### src/rtl/lsu_pkg.sv
// lsu_pkg: shared types and helpers for the load/store unit.
//   lsu_state_t : FSM state encoding
//   BYTE_LANES  : byte lanes per 32-bit RAM word
//   lane_mask() : one-hot byte enable for a byte address offset
package lsu_pkg;

  typedef enum logic [2:0] {IDLE, RD, WAIT, WB, WR, ERR} lsu_state_t;

  localparam int BYTE_LANES = 4;

  function automatic logic [BYTE_LANES-1:0] lane_mask(input logic [1:0] lane);
    return BYTE_LANES'(1) << lane;
  endfunction

endpackage

### src/rtl/lsu_load_align.sv
// lsu_load_align: combinational load formatter.
//   word     in  32  raw RAM word
//   lane     in   2  byte offset of the access (lane 0 = bits 7:0)
//   is_byte  in   1  byte access; otherwise the word passes through
//   sign_ext in   1  sign-extend the selected byte instead of zero-extending
//   data     out 32  value for the register file
module lsu_load_align
  import lsu_pkg::*;
(
  input  logic [31:0] word,
  input  logic [1:0]  lane,
  input  logic        is_byte,
  input  logic        sign_ext,
  output logic [31:0] data
);

  logic [BYTE_LANES-1:0][7:0] lanes;
  logic [7:0]                 sel;

  always_comb begin
    lanes = word;
    sel   = lanes[lane];
    data  = is_byte ? {{24{sign_ext & sel[7]}}, sel} : word;
  end

endmodule

### src/rtl/load_store_unit.sv
// load_store_unit: memory-side engine for LDR/STR/LDRB/STRB.
// Optional build macro: LSU_SIGN_EXT_EN adds ld_signed (LDRSB sign extension).
// Ports:
//   clk, rst          clock, synchronous active-high reset
//   start             request pulse, sampled only in IDLE
//   is_load, is_byte  access kind
//   addr, str_data    byte address and store data from the datapath
//   rd_addr           load destination register
//   ld_signed         (LSU_SIGN_EXT_EN only) sign-extend byte loads
//   mem_*             data RAM interface (word address, byte enables, strobes)
//   w_*_ldr           load write-back port to the datapath
//   busy, done, err   status; err pulses together with done on misalignment
module load_store_unit
  import lsu_pkg::*;
#(
  parameter int ADDR_W     = 11,
  parameter int RD_LATENCY = 1
) (
  input  logic              clk,
  input  logic              rst,
  input  logic              start,
  input  logic              is_load,
  input  logic              is_byte,
  input  logic [31:0]       addr,
  input  logic [31:0]       str_data,
  input  logic [3:0]        rd_addr,
`ifdef LSU_SIGN_EXT_EN
  input  logic              ld_signed,
`endif
  output logic [ADDR_W-1:0] mem_addr,
  output logic [31:0]       mem_wdata,
  output logic [3:0]        mem_byteen,
  output logic              mem_wren,
  output logic              mem_rden,
  input  logic [31:0]       mem_rdata,
  output logic [3:0]        w_addr_ldr,
  output logic              w_en_ldr,
  output logic [31:0]       w_data_ldr,
  output logic              busy,
  output logic              done,
  output logic              err
);

  lsu_state_t  state;
  logic [1:0]  cnt;
  logic        is_byte_q;
  logic [1:0]  lane_q;
  logic [3:0]  rd_q;
  logic        sign_q;
  logic [31:0] ld_data;

  // Address bits above the RAM space are dropped so accesses wrap.
  logic unused_addr_hi;
  assign unused_addr_hi = ^addr[31:ADDR_W+2];

`ifdef LSU_SIGN_EXT_EN
  always_ff @(posedge clk) begin
    if (rst)                         sign_q <= 1'b0;
    else if (state == IDLE && start) sign_q <= ld_signed;
  end
`else
  assign sign_q = 1'b0;
`endif

  // Format straight off the RAM port so the write-back value is registered
  // in the same edge that captures the read data.
  lsu_load_align u_align (
    .word     (mem_rdata),
    .lane     (lane_q),
    .is_byte  (is_byte_q),
    .sign_ext (sign_q),
    .data     (ld_data)
  );

  assign busy = (state != IDLE);

  // Outputs are registered on entry to the state that owns them, so every
  // strobe lines up with its state and lasts exactly one cycle.
  always_ff @(posedge clk) begin
    if (rst) begin
      state      <= IDLE;
      cnt        <= '0;
      is_byte_q  <= 1'b0;
      lane_q     <= '0;
      rd_q       <= '0;
      mem_addr   <= '0;
      mem_wdata  <= '0;
      mem_byteen <= '0;
      mem_wren   <= 1'b0;
      mem_rden   <= 1'b0;
      w_addr_ldr <= '0;
      w_en_ldr   <= 1'b0;
      w_data_ldr <= '0;
      done       <= 1'b0;
      err        <= 1'b0;
    end else begin
      mem_wdata  <= '0;
      mem_byteen <= '0;
      mem_wren   <= 1'b0;
      mem_rden   <= 1'b0;
      w_addr_ldr <= '0;
      w_en_ldr   <= 1'b0;
      w_data_ldr <= '0;
      done       <= 1'b0;
      err        <= 1'b0;
      case (state)
        IDLE: if (start) begin
          is_byte_q <= is_byte;
          lane_q    <= addr[1:0];
          rd_q      <= rd_addr;
          mem_addr  <= addr[ADDR_W+1:2];
          if (!is_byte && addr[1:0] != 2'b00) begin
            state <= ERR;
            err   <= 1'b1;
            done  <= 1'b1;
          end else if (is_load) begin
            state    <= RD;
            mem_rden <= 1'b1;
            cnt      <= 2'(RD_LATENCY - 1);
          end else begin
            state      <= WR;
            mem_wren   <= 1'b1;
            done       <= 1'b1;
            mem_byteen <= is_byte ? lane_mask(addr[1:0]) : 4'hF;
            mem_wdata  <= is_byte ? {4{str_data[7:0]}} : str_data;
          end
        end
        RD: state <= WAIT;
        WAIT: begin
          if (cnt == 2'd0) begin
            state      <= WB;
            w_en_ldr   <= 1'b1;
            done       <= 1'b1;
            w_addr_ldr <= rd_q;
            w_data_ldr <= ld_data;
          end else begin
            cnt <= cnt - 2'd1;
          end
        end
        default: begin  // WB, WR, ERR: single-cycle states
          state    <= IDLE;
          mem_addr <= '0;
        end
      endcase
    end
  end

endmodule

### config.mk
export PLATFORM = sky130hd
export DESIGN_NAME = load_store_unit
export DESIGN_NICKNAME = d
export VERILOG_FILES = /design/src/rtl/lsu_pkg.sv /design/src/rtl/lsu_load_align.sv /design/src/rtl/load_store_unit.sv
export SDC_FILE = /design/constraint.sdc
export NUM_CORES = 1
export LEC_CHECK = 0
export ABC_AREA = 1
export CAP_MARGIN = 10
export CORE_MARGIN = 1
export CORE_UTILIZATION = 43
export CTS_CLUSTER_DIAMETER = 200
export CTS_CLUSTER_SIZE = 12
export DETAILED_ROUTE_END_ITERATION = 6
export GPL_TIMING_DRIVEN = 1
export PLACE_DENSITY = 0.88
export SETUP_SLACK_MARGIN = 0.15
export SYNTH_ARGS = -nofsm -noshare
export SYNTH_HDL_FRONTEND = slang
export SYNTH_HIERARCHICAL = 1
export SYNTH_SLANG_ARGS = --single-unit
### constraint.sdc
create_clock -name clk -period 1.8 [get_ports clk]
set_clock_uncertainty 0.05 [all_clocks]
set_input_delay 0.45 -clock clk [delete_from_list [all_inputs] [get_ports clk]]
set_output_delay 0.45 -clock clk [all_outputs]
set_load 0.01 [all_outputs]
==> impl_metrics.toml <==
[worst_setup_path]
cp.required_ns = 1.30
cp_num_buf_inv = 1
crit_start = "state[0]"
cp_cell_sequence = "nor2_4, nand2_1, clkbuf_2"
critPathTopFamily = "flip-flops"
end_kind = "primary output"
r2r_setup_slack_ns = 0.34
rr_startpoint = "state[0]"
worstPathMaxFanout = 5
path_class = "reg2out"
arrival_ns = 1.11
max_stage_delay_ns = 0.35
startpoint_type = "flip-flop"
crit_path_top_delay_cell = "dfxtp_1"

[power]
ir_worst_vdd_mv = 0.539
p_seq_share_pct = 47.6
intPower_w = 0.00366
combPwrFrac_pct = 18.9
powerDensity_nw_per_um2 = 853
switchingPower_w = 0.00130
leakagePower_nw = 3.17
clkPwrFrac_pct = 33.5
swShare_pct = 26.3

[clock_tree]
clk_path_buf_depth = 2
cts_tree = "yes"
holdBufCountCts = 0
path_clk_slew_ns = 0.09
root_buffer = "clkbuf_8"
htreeDepth = 3
clock_latency_ns = 0.35
clock-sinks = 100
cts_buffers = 9

[drt]
wire_per_inst_um = 13.7
vias = 3770
vias_per_cell = 4.78
dr.first_iter.drc_count = 133
drc_errors = 0
first_pass_iters = 5
wl_um = 10800
ant_nets = 0

[status]
status = "completed"

[min_path]
hold_class = "reg2reg"
min_from = "rd_q[0]"

[floorplanning]
start_util_pct = 45.2
die_x_um = 95.9
coreArea_um2 = 8380
placementRows = 33
dieArea_um2 = 9190
io_pins = 194
dieHeight_um = 95.9

[timing]
slew_viol_final = 0
hold_viol = 0
period_share_pct = 89.2
setup_viol = 0
rsz0062_at_grt = "false"
fin_crit_ns = 1.61
fmax_mhz = 623
setup_ws_ns = 0.194
holdWs_ns = 0.393

[global_route]
antenna_found_initial = 0
grt-ovfl-total = 0
grt_pass1_wl_um = 17100
grt_max_degree = 38
grt_util_all_layers_pct = 24.4
grt_pass1_vias = 3834

[cells_and_area]
fin_util_pct = 69.4
layout.nets = 785
drive_gt1_share_pct = 10.1
layoutNonFillerInstCount = 789
final_common_cell = "nand2_1"
area_delta_synth_final_pct = 53.5
diodes = 0
n_fill_cell = 696
layout_common_cells = "nand2_1, dfxtp_1, dlygate4sd2_1, clkdlybuf4s50_1, nor2_1"

[synthesis]
async_reset_ff_share_pct = 0
syn-num-nets = 605
synthTopCellsByArea = "dfxtp_1, nand2_1, nor2_1"
syn-cell-area_um2 = 3790
synth_flop_cell = "dfxtp_1"
synth-compound-area-share_pct = 7.89
yosys.area_share.simple_pct = 27.5
synth_top_family_by_area = "simple AND/OR/NAND/NOR gates"
yosys.area.top_type = "dfxtp_1"
syn_inst = 499
synth_mux_area_share_pct = 0
syn_avg_cell_area_um2 = 7.59
yosys.area_share.xor_xnor_pct = 0
ys_warn_count = 6
synth_top_area_share_pct = 52.8
yosys.cell_types.count = 27
synth_enable_flop_cells = 0
synth_seq_cells = 100
ys_seq_area_share_pct = 52.8
synth_fa_ha_area_share_pct = 0.330

[place]
place.gp.congestion = 0.874
place_ws_ns = -0.0233
dp_hpwl_um = 8160
io_buffer_count = 174
place_inst = 771

[run]
max_cap_viol_count = 0
==> routing by layer <==
| metal | GRT usage, % | routed length [um] | vias up |
|---|---|---|---|
| met5 | 0 | 0 | - |
| met4 | 11.7 | 321 | 0 |
| met3 | 9.16 | 1280 | 27 |
| met2 | 43.3 | 5230 | 213 |
| met1 | 25.4 | 3980 | 1672 |
| li1 | - | - | 1858 |
==> power groups by stage <==
stage / clock, W / sequential (W) / combinational, W
after floorplan: 0 / 0.00244 / 0.000472
after global placement: 0 / 0.00241 / 0.000941
after detailed placement: 0 / 0.00241 / 0.000968
after CTS: 0.00171 / 0.00236 / 0.000925
after global routing: 0.00179 / 0.00237 / 0.00105
final: 0.00166 / 0.00236 / 0.000940
==> cells in the mapped netlist, types with 2 or more instances <==
library cell	n
nand3_1	23
dfxtp_1	100
nand2_2	12
nand2_1	109
buf_6	5
nand3_4	2
inv_2	2
o21ai_0	23
clkbuf_1	4
nor2_1	79
a21oi_1	34
inv_1	69
nor2_2	10
buf_4	3
buf_2	12
==> flip-flops by register name, summed over array words and instances (netlist names) <==
name	cells
mem_byteen	4
is_byte_q	1
done	1
state	3
mem_wdata	32
w_addr_ldr	4
cnt	2
err	1
w_en_ldr	1
mem_rden	1
lane_q	2
mem_wren	1
w_data_ldr	32
mem_addr	11
rd_q	4
==> stage by stage <==
stage,power (W),area [um^2],setup TNS (ns)
floorplan,0.00291,3790,0
global placement,0.00335,5670,0
detailed placement,0.00338,5670,-0.116
CTS,0.00499,5810,0
global route,0.00521,5820,0
finish,0.00496,5820,0
==> logic make-up after synthesis <==
logic type / count (synthesis)
AND/OR/NAND/NOR: 241
buffers and inverters: 97
flip-flops: 100
adder cells (fa/ha/maj): 1
AO/OA/AOI/OAI: 59
other: 1
==> timing repair <==
| item | CTS | global route |
|---|---|---|
| gates resized for setup | 90 | 3 |
| setup endpoints to repair | 89 | 1 |
| buffers inserted | 0 | 2 |
| pin swaps | 0 | 1 |
==> layout make-up <==
class | instances | area [um^2] | area share, %
inverters | 73 | 278 | 4.77
multi-input cells | 302 | 1360 | 23.3
clock inverters | 4 | 77.6 | 1.33
clock buffers | 12 | 165 | 2.84
well taps | 105 | 131 | 2.26
repair buffers | 193 | 1810 | 31.0
flip-flops and latches | 100 | 2000 | 34.4
==> tightest hold or removal path, stage by stage (launching register included) <==
cell	delay [ns]
dfxtp_1	0.31
inv_1	0.06
nor2_1	0.04
==> final timing paths <==
check | to | cells after the start
worst max-delay path | busy | 3
worst min-delay path | w_addr_ldr[0] | 2
worst max register to register | mem_addr[10] | 6
worst min register to register | w_addr_ldr[0] | 2
Power figures use the tool's default switching activity.
